<file path="config.mk">
export PLATFORM = sky130hd
export DESIGN_NAME = dmem_arbiter_flat
export DESIGN_NICKNAME = d
export VERILOG_FILES = /design/src/rtl/dmem_arbiter_if.sv /design/src/rtl/dmem_arbiter.sv /design/src/flat_wrapper.sv
export SDC_FILE = /design/constraint.sdc
export NUM_CORES = 1
export LEC_CHECK = 0
export CELL_PAD_IN_SITES_DETAIL_PLACEMENT = 1
export CELL_PAD_IN_SITES_GLOBAL_PLACEMENT = 2
export CORE_UTILIZATION = 23
export CTS_CLUSTER_DIAMETER = 100
export DETAILED_ROUTE_END_ITERATION = 10
export PLACE_DENSITY_LB_ADDON = 0.1
export SLEW_MARGIN = 20
export SYNTH_ARGS = -nofsm -noshare
export SYNTH_HDL_FRONTEND = slang
export SYNTH_SLANG_ARGS = --single-unit
export TNS_END_PERCENT = 5
</file>
<file path="constraint.sdc">
create_clock -name clk -period 3.37 [get_ports clk]
set_input_delay 0.8425 -clock clk [delete_from_list [all_inputs] [get_ports clk]]
set_output_delay 0.8425 -clock clk [all_outputs]
set_load 0.05 [all_outputs]
</file>
<file path="src/rtl/dmem_arbiter_if.sv">
// dmem_arbiter_if
//   Bundles the two requester ports and the SRAM pins of the shared data
//   memory arbiter.
//   slave  modport : arbiter side (takes requests, drives grants/SRAM pins)
//   master modport : requester/SRAM side (drives requests and ReadDataMem)
//   Port 0: core load/store path.  Port 1: loader / DMA engine.
interface dmem_arbiter_if #(
  parameter int AW = 7,
  parameter int DW = 32
);
  logic          req0, req1;
  logic          we0, we1;
  logic [AW-1:0] addr0, addr1;
  logic [DW-1:0] wdata0, wdata1;
  logic          gnt0, gnt1;
  logic          rvalid0, rvalid1;
  logic [DW-1:0] rdata;
  logic          CEN, WEN, OEN;
  logic [AW-1:0] A;
  logic [DW-1:0] D;
  logic [DW-1:0] ReadDataMem;

  modport slave (
    input  req0, req1, we0, we1, addr0, addr1, wdata0, wdata1, ReadDataMem,
    output gnt0, gnt1, rvalid0, rvalid1, rdata, CEN, WEN, OEN, A, D
  );

  modport master (
    output req0, req1, we0, we1, addr0, addr1, wdata0, wdata1, ReadDataMem,
    input  gnt0, gnt1, rvalid0, rvalid1, rdata, CEN, WEN, OEN, A, D
  );
endinterface

</file>
<file path="src/rtl/dmem_arbiter.sv">
// dmem_arbiter
//   Shares one 128x32 SRAM (active-low CEN/WEN/OEN) between two single-beat
//   requesters. Grants are combinational; the SRAM drive is registered the
//   cycle after a handshake; read data returns one cycle after the access.
//   Arbitration is round-robin with a bounded run of MAX_BURST grants to one
//   port while the other is also requesting.
// Ports
//   clk, rst_n : clock, asynchronous active-low reset
//   bus        : dmem_arbiter_if.slave (requests, grants, rvalids, SRAM pins)
// Optional feature (macro DMEM_ARB_PERF_EN)
//   perf_gnt0/perf_gnt1 : saturating handshake counts per port
//   perf_stall1         : saturating count of cycles with req1 & ~gnt1
module dmem_arbiter #(
  parameter int AW        = 7,
  parameter int DW        = 32,
  parameter int MAX_BURST = 4
) (
  input  logic         clk,
  input  logic         rst_n,
  dmem_arbiter_if.slave bus
`ifdef DMEM_ARB_PERF_EN
  ,
  output logic [15:0]  perf_gnt0,
  output logic [15:0]  perf_gnt1,
  output logic [15:0]  perf_stall1
`endif
);

  localparam int          STAGES = 2;
  localparam int          CW     = 4;
  localparam logic [CW-1:0] MAXC = CW'(MAX_BURST);

  logic [1:0]          req, gnt;
  logic                hs, sel, sel_we;
  logic [AW-1:0]       sel_addr;
  logic [DW-1:0]       sel_wdata;

  logic                owner_q, owner_d;
  logic [CW-1:0]       burst_cnt_q, burst_cnt_d;
  logic                cen_q, cen_d, wen_q, wen_d;
  logic [AW-1:0]       a_q, a_d;
  logic [DW-1:0]       d_q, d_d;
  // per-port read-valid pipe: stage 1 = SRAM access cycle, stage 2 = return
  logic [STAGES:1][1:0] vld_pipe_q, vld_pipe_d;

  assign req = {bus.req1, bus.req0};

  // Grant. A burst count of 0 means the owner went idle last cycle, so it
  // is treated as exhausted and the other port wins the next tie.
  always_comb begin
    gnt = '0;
    if (!rst_n) begin
      gnt = '0;
    end else if (&req) begin
      if (burst_cnt_q == '0 || burst_cnt_q == MAXC) gnt[~owner_q] = 1'b1;
      else                                          gnt[owner_q]  = 1'b1;
    end else begin
      gnt = req;
    end
  end

  assign hs        = |gnt;
  assign sel       = gnt[1];
  assign sel_we    = sel ? bus.we1    : bus.we0;
  assign sel_addr  = sel ? bus.addr1  : bus.addr0;
  assign sel_wdata = sel ? bus.wdata1 : bus.wdata0;

  // Owner / run-length update
  always_comb begin
    owner_d     = owner_q;
    burst_cnt_d = burst_cnt_q;
    if (hs) begin
      if (sel == owner_q) begin
        burst_cnt_d = (burst_cnt_q == MAXC) ? MAXC : burst_cnt_q + 1'b1;
      end else begin
        owner_d     = sel;
        burst_cnt_d = CW'(1);
      end
    end else begin
      burst_cnt_d = '0;
    end
  end

  // Issue stage and read-return pipe; A/D hold when idle
  always_comb begin
    cen_d         = ~hs;
    wen_d         = hs ? ~sel_we : 1'b1;
    a_d           = hs ? sel_addr  : a_q;
    d_d           = hs ? sel_wdata : d_q;
    vld_pipe_d    = vld_pipe_q;
    vld_pipe_d[1] = (hs && !sel_we) ? gnt : 2'b00;
    vld_pipe_d[2] = vld_pipe_q[1];
  end

  always_ff @(posedge clk or negedge rst_n) begin
    if (!rst_n) begin
      owner_q     <= 1'b1;
      burst_cnt_q <= '0;
      cen_q       <= 1'b1;
      wen_q       <= 1'b1;
      a_q         <= '0;
      d_q         <= '0;
      vld_pipe_q  <= '0;
    end else begin
      owner_q     <= owner_d;
      burst_cnt_q <= burst_cnt_d;
      cen_q       <= cen_d;
      wen_q       <= wen_d;
      a_q         <= a_d;
      d_q         <= d_d;
      vld_pipe_q  <= vld_pipe_d;
    end
  end

  assign bus.gnt0    = gnt[0];
  assign bus.gnt1    = gnt[1];
  assign bus.rvalid0 = vld_pipe_q[STAGES][0];
  assign bus.rvalid1 = vld_pipe_q[STAGES][1];
  assign bus.rdata   = bus.ReadDataMem;
  assign bus.CEN     = cen_q;
  assign bus.WEN     = wen_q;
  assign bus.OEN     = 1'b0;
  assign bus.A       = a_q;
  assign bus.D       = d_q;

`ifdef DMEM_ARB_PERF_EN
  logic [15:0] pg0_q, pg0_d, pg1_q, pg1_d, ps1_q, ps1_d;

  always_comb begin
    pg0_d = pg0_q;
    pg1_d = pg1_q;
    ps1_d = ps1_q;
    if (gnt[0] && pg0_q != 16'hFFFF)            pg0_d = pg0_q + 16'd1;
    if (gnt[1] && pg1_q != 16'hFFFF)            pg1_d = pg1_q + 16'd1;
    if (req[1] && !gnt[1] && ps1_q != 16'hFFFF) ps1_d = ps1_q + 16'd1;
  end

  always_ff @(posedge clk or negedge rst_n) begin
    if (!rst_n) begin
      pg0_q <= '0;
      pg1_q <= '0;
      ps1_q <= '0;
    end else begin
      pg0_q <= pg0_d;
      pg1_q <= pg1_d;
      ps1_q <= ps1_d;
    end
  end

  assign perf_gnt0   = pg0_q;
  assign perf_gnt1   = pg1_q;
  assign perf_stall1 = ps1_q;
`endif

endmodule
</file>
<file path="src/flat_wrapper.sv">
// flat-port wrapper written by rule: the top's interface ports become plain ports
module dmem_arbiter_flat 
#(
  parameter int AW        = 7,
  parameter int DW        = 32,
  parameter int MAX_BURST = 4
)
  (clk, rst_n, bus_req0, bus_req1, bus_we0, bus_we1, bus_addr0, bus_addr1, bus_wdata0, bus_wdata1, bus_ReadDataMem, bus_gnt0, bus_gnt1, bus_rvalid0, bus_rvalid1, bus_rdata, bus_CEN, bus_WEN, bus_OEN, bus_A, bus_D);
  dmem_arbiter_if #(.AW(AW), .DW(DW)) bus_i ();
  input  logic clk;
  input  logic rst_n;
  input wire logic [$bits(bus_i.req0)-1:0] bus_req0;
  input wire logic [$bits(bus_i.req1)-1:0] bus_req1;
  input wire logic [$bits(bus_i.we0)-1:0] bus_we0;
  input wire logic [$bits(bus_i.we1)-1:0] bus_we1;
  input wire logic [$bits(bus_i.addr0)-1:0] bus_addr0;
  input wire logic [$bits(bus_i.addr1)-1:0] bus_addr1;
  input wire logic [$bits(bus_i.wdata0)-1:0] bus_wdata0;
  input wire logic [$bits(bus_i.wdata1)-1:0] bus_wdata1;
  input wire logic [$bits(bus_i.ReadDataMem)-1:0] bus_ReadDataMem;
  output wire logic [$bits(bus_i.gnt0)-1:0] bus_gnt0;
  output wire logic [$bits(bus_i.gnt1)-1:0] bus_gnt1;
  output wire logic [$bits(bus_i.rvalid0)-1:0] bus_rvalid0;
  output wire logic [$bits(bus_i.rvalid1)-1:0] bus_rvalid1;
  output wire logic [$bits(bus_i.rdata)-1:0] bus_rdata;
  output wire logic [$bits(bus_i.CEN)-1:0] bus_CEN;
  output wire logic [$bits(bus_i.WEN)-1:0] bus_WEN;
  output wire logic [$bits(bus_i.OEN)-1:0] bus_OEN;
  output wire logic [$bits(bus_i.A)-1:0] bus_A;
  output wire logic [$bits(bus_i.D)-1:0] bus_D;
  assign bus_i.req0 = bus_req0;
  assign bus_i.req1 = bus_req1;
  assign bus_i.we0 = bus_we0;
  assign bus_i.we1 = bus_we1;
  assign bus_i.addr0 = bus_addr0;
  assign bus_i.addr1 = bus_addr1;
  assign bus_i.wdata0 = bus_wdata0;
  assign bus_i.wdata1 = bus_wdata1;
  assign bus_i.ReadDataMem = bus_ReadDataMem;
  assign bus_gnt0 = bus_i.gnt0;
  assign bus_gnt1 = bus_i.gnt1;
  assign bus_rvalid0 = bus_i.rvalid0;
  assign bus_rvalid1 = bus_i.rvalid1;
  assign bus_rdata = bus_i.rdata;
  assign bus_CEN = bus_i.CEN;
  assign bus_WEN = bus_i.WEN;
  assign bus_OEN = bus_i.OEN;
  assign bus_A = bus_i.A;
  assign bus_D = bus_i.D;
  dmem_arbiter #(.AW(AW), .DW(DW), .MAX_BURST(MAX_BURST)) u_core (.clk(clk), .rst_n(rst_n), .bus(bus_i));
endmodule
</file>
## Word-level counts from Yosys, hierarchy flattened

Cells that the tools add are included.

| word-level totals | value |
|---|---|
| word-level logic and storage cells | 43 |
| output and inout port bits | 78 |
| bits in registers | 50 |

| operators by class | value |
|---|---|
| bitwise operators | 4 |
| $add $sub $neg | 1 |
| reductions and logical operators | 9 |
| order comparisons | 4 |
| mux-type cells | 15 |
| eq/ne operators | 2 |

Operators by type and width:

| cell | number |
|---|---|
| 2-to-1 mux 32 bit | 1 |
| 2-to-1 mux 4 bit | 3 |
| 2-to-1 mux 2 bit | 4 |
| 2-to-1 mux 7 bit | 1 |
| adder 4 x 1 -> 4 bit (second input constant) | 1 |
| equality test 4 x 3 -> 1 bit (second input constant) | 1 |
| logical NOT 4 bit | 1 |
| < comparator 1 x 2 -> 1 bit (second input constant) | 2 |
| 2-to-1 mux 1 bit | 4 |
| NOT 1 bit | 4 |
| AND reduction 2 bit | 2 |
| logical AND 1 bit | 3 |
| demux 1 bit (select 1 bit) | 2 |
| >= comparator 1 bit (second input constant) | 2 |
| OR reduction 2 bit | 1 |
| equality test 1 bit | 1 |
| logical NOT 1 bit | 1 |
| logical OR 1 bit | 1 |

## Logic depth before layout (Yosys ltp)

| logic depth | value |
|---|---|
| depth in word-level cells | 12 |
| gate-level depth with buffers | 8 |
| gate-level depth less buffers | 5 |

## Worst setup path after synthesis

OpenSTA, ideal clock, no wires.

| path | value |
|---|---|
| path kind | input -> output |
| start | in bus_req0 |
| end | out bus_gnt0 |
| required time | 2528 ps |
| path buffers | 1 |
| slack | 646 ps |
| data arrival time | 1882 ps |
| stages on the path | 3 |
| path through | buf_2 > nand2_1 > a21oi_1 |

| on the way | value |
|---|---|
| longest elaborated chain between the ends | 3 |

Ends and longest elaborated chain:

| what | RTL line | source |
|---|---|---|
| from (decl) | flat_wrapper.sv:12 | `input wire logic [$bits(bus_i.req0)-1:0] bus_req0;` |
| AND reduction 2 bit | dmem_arbiter.sv:54 | `end else if (&req) begin` |
| 2-to-1 mux 2 bit (*) | dmem_arbiter.sv:54 |  |
| 2-to-1 mux 2 bit (*) | dmem_arbiter.sv:52 | `if (!rst_n) begin` |
| to (decl) | flat_wrapper.sv:21 | `output wire logic [$bits(bus_i.gnt0)-1:0] bus_gnt0;` |

Mark *: on every way between the ends. The rest lies on a longest branch, timed or not.

## Final worst setup path

| path | value |
|---|---|
| start | in bus_req1 |
| end | out bus_gnt1 |

| on the way | value |
|---|---|
| longest elaborated chain between the ends | 3 |

Ends and longest elaborated chain:

| what | RTL line | source |
|---|---|---|
| from (decl) | flat_wrapper.sv:13 | `input wire logic [$bits(bus_i.req1)-1:0] bus_req1;` |
| AND reduction 2 bit | dmem_arbiter.sv:54 |  |
| 2-to-1 mux 2 bit (*) | dmem_arbiter.sv:54 |  |
| 2-to-1 mux 2 bit (*) | dmem_arbiter.sv:52 |  |
| to (decl) | flat_wrapper.sv:22 | `output wire logic [$bits(bus_i.gnt1)-1:0] bus_gnt1;` |

Marked as above.

==> flow_results.org <==
** Status
- Run status :: finished, final reports clean

** Min path
- The worst hold path belongs to the class reg -> reg.
- Min-Delay Path Depth :: 0
- The startpoint identified for the worst hold timing path is u_core.vld_pipe_d[3].
- Worst Hold End :: u_core.bus.rvalid1

** Placed design
- Global placement routability congestion :: 0.7035
- Placed Instance Area :: roughly 4600 um2
- Cell count after placement :: about 610
- Setup slack at placement :: just under 0.6 ns
- Count of input and output buffers :: ~130
- HPWL reported at the end of detailed placement :: between 8000 and 9000 um

** Routing
- Via count normalized by instance count :: 5.255
- Number of vias in the routed layout :: between 3k and 4k
- After detailed routing, the number of remaining DRC violations is 0.
- In the final routed layout, each cell accounts on average for approximately 21 um.
- The detailed router finished its first iteration with 199 violations.
- Once detail routing completed, the nets flagged for antenna violations numbered 0.
- The first detailed-routing pass took 4 iterations.
- DRT Wirelength :: about 13000 um

** Run
- Max Cap Viol :: 0

** Critical path
- The critical path is of the in -> out type.
- The worst register-to-register path has a depth of 7.
- CP startpoint kind :: primary input
- Element type at the critical path end :: primary output
- The worst register-to-register path ends at u_core.bus.D[15].
- Along the worst path, the maximum fanout reaches 16.
- In this run the register-to-register setup slack is 1.23 ns.
- Start of the worst register-to-register path :: u_core.burst_cnt_q[0]
- Data arrival time of the worst path :: around 1.8 ns
- Worst endpoint required time :: approximately 2.5 ns

** Floorplanning
- After floorplanning, the core was sized to cover 14530 um2.
- The initial utilization of the core area, before any placement, comes to about a quarter.
- I/O pin count :: around 190
- Floorplan die width :: roughly 120 um
- The die is 124.1 um tall.
- The floorplan has 44 rows.
- Die area :: about 15000 um2

** Synth
- Net Count, Synth :: between 400 and 500
- The cell count after synthesis came out at roughly 370.
- Count of different cell masters after synthesis :: 34
- The Yosys step of the flow raised 0 warnings.
- Of the synthesized area, sequential elements account for a little over a third.
- Synthesis-stage register bit count :: 50
- Post-Synthesis Mean Instance Area :: ~9.4 um2
- Cell area after synthesis :: ~3400 um2

** Timing
- The number of hold violations in the final report came to 0.
- Across all setup checks in the final design, the least slack found is between 0.7 and 0.8 ns.
- Setup violations, final :: 0
- Setup tns final :: 0 ns
- Remaining max-slew budget at the tightest pin :: between 50 and 60%
- The final critical path takes up about 78% of the cycle.
- Derived from the worst setup path, the maximum achievable clock frequency is ~0.38 GHz.
- Hold is met by between 0.3 and 0.4 ns.
- RSZ-0062 raised after global routing :: false
- The count of pins over their slew limit was 0.
- Worst-case clock skew :: around 0.0056 ns
- Subtracting the final worst setup slack from the clock period gives roughly 2.6 ns.
- Worst-Margin Slew :: ~0.67 ns

** GRT
- The first global-routing pass estimated 20240 um of wire.
- The number of global-route vias before repair is 3474.
- Overflow left after global routing :: 0
- The number of antenna violations at the first check in global routing was 0.
- Entering global routing, the biggest net connects ~60 pins.
- Total global-route track usage :: between 10% and 20%

** Layout
- The number of antenna diodes in the final layout is 0.
- Counting the fill cells in the layout gives about 1.6k.
- Synth-to-Final Area Change :: 37.78%
- In the final design database the tool counted around 550 nets.
- Cell Count, Final, Fillers Out :: 620
- Utilization after layout :: 32.52%
- Ratio of cells with drive above 1 in the final layout :: 10.09%
- Post-route cell area :: between 4000 and 5000 um2

** Power and ir drop
- Dividing total power by cell area gives a power density of 507.2 nW/um2.
- Standby leakage power :: 1.876 nW
- Highest ir drop seen on vdd :: approximately 0.00015 V
- After layout, the design draws a total of 2.397 mW.

** CTS
- TritonCTS clock tree :: yes
- Gates resized during post-CTS repair numbered 0.
- In this run the post-CTS setup repair buffer count came out at 0.
- In this run, post-CTS hold repair placed 0 buffers.
- Maximum clock path buffer count :: 2
- Clock tree synthesis selected as its root buffer the cell sky130_fd_sc_hd__clkbuf_16.
- After clock tree synthesis, the clock-pin slew on the worst setup and hold paths is about 0.070 ns.
- H-Tree Level Count :: 2
- Counting the buffers created by CTS gives 5.
- The later pin in the worst-skew pair is clocked with a latency of around 0.29 ns.
- CTS saw 50 sinks.
-- cell families (layout without fill, tap and decap cells) --
| group | after synthesis | count (layout) | share of synthesized area, % |
|---|---|---|---|
| buffers and inverters | 85 | 155 | 14.59 |
| AOI/OAI and AO/OA | 128 | 128 | 27.86 |
| other | 1 | 1 | 0.1093 |
| and+or+nand+nor | 95 | 95 | 18.67 |
| DFF | 50 | 50 | 36.58 |
| adders and majority gates | 2 | 2 | 0.7293 |
| muxes | 4 | 4 | 1.204 |
| xor gates and xnor gates | 1 | 1 | 0.2553 |
-- sequential cells by signal, indices dropped and copies added, names as in the netlist --
name	cells
u_core.bus.A	7
u_core.bus.rvalid0	1
u_core.bus.WEN	1
u_core.bus.rvalid1	1
u_core.vld_pipe_d	2
u_core.owner_q	1
u_core.burst_cnt_q	4
u_core.bus.D	32
u_core.bus.CEN	1
-- critical path, stage by stage --
cell,delay [ns]
sky130_fd_sc_hd__buf_2,0.27
sky130_fd_sc_hd__and2_2,0.21
sky130_fd_sc_hd__o211ai_1,0.16
sky130_fd_sc_hd__inv_1,0.14
sky130_fd_sc_hd__buf_12,0.14
-- metal layers --
layer / track usage, % / part of all wire, % / vias to the layer above / routed length, um
met3: 3.480 / 7.4 / 21 / 973
met4: 5.134 / 1.2 / 0 / 154
met5: 0 / 0 / - / 0
met2: 28.18 / 46 / 121 / 6030
li1: - / - / 1505 / -
met1: 23.60 / 46 / 1611 / 6075
-- cell usage in the layout, fill, tap and decap left out, drive strengths merged --
cell           instances
a211o                  1
a211oi                 1
a21o                   1
a21oi                 41
a311o                  1
and2                   3
and3                   2
and4b                 39
buf                   18
clkbuf                 8
clkdlybuf4s50        123
clkinv                 1
conb                   1
dfrtp                 47
dfstp                  3
ha                     2
inv                    5
mux2                   1
mux2i                  3
nand2                 40
nand2b                 2
nand3                  1
nand4b                 1
nor2                   5
nor2b                  1
nor3                   1
o2111ai               39
o211ai                40
o21a                   2
o21ai                  2
xnor2                  1
-- power breakdown --
part / switching, mW / internal [mW]
Sequential: 0.0732 / 0.708
Combinational: 0.693 / 0.393
Clock: 0.233 / 0.297
-- cells in the mapped netlist (all sizes together) --
cell     instances  area share, %
a211oi           1           0.22
o21ai            2           0.29
o2111ai         39             10
nand2           40            4.4
a211o            1           0.26
xnor2            1           0.26
and4b           39             11
ha               2           0.73
nor2b            1           0.18
conb             1           0.11
nor3             1           0.29
nand4b           1           0.26
o211ai          40             10
o21a             2           0.44
and2             3           0.55
nor2             5           0.55
a21o             1           0.22
mux2             1           0.33
mux2i            3           0.88
a311o            1           0.29
clkbuf          26            2.8
dfstp            3            2.3
inv              6           0.66
nand3            1           0.15
dfrtp           47             34
a21oi           41            6.0
and3             2           0.36
buf             53             11
nand2b           2           0.58
-- worst max-delay path by stage --
stage	from	depth (start not counted)	end	slack, ns
6_report	bus_req1	5	bus_gnt1	0.75
5_1_grt	u_core.burst_cnt_q[0]	6	bus_gnt1	0.61
4_1_cts	u_core.burst_cnt_q[0]	6	bus_gnt1	0.70
3_5_place_dp	bus_req0	7	u_core.bus.D[28]	0.58
3_3_place_gp	bus_req0	7	u_core.bus.A[0]	0.63
2_1_floorplan	bus_req0	3	bus_gnt0	0.65
-- final cells by class --
cell class | count | area, um2 | share of cell area, %
clock buffers | 8 | 146.4 | 3.097
inverters | 6 | 22.52 | 0.4764
multi-input cells | 231 | 1687 | 35.68
flip-flops and latches | 50 | 1255 | 26.55
well taps | 184 | 230.2 | 4.870
repair buffers | 141 | 1386 | 29.33
No activity file was read; power rests on OpenSTA's default activity.
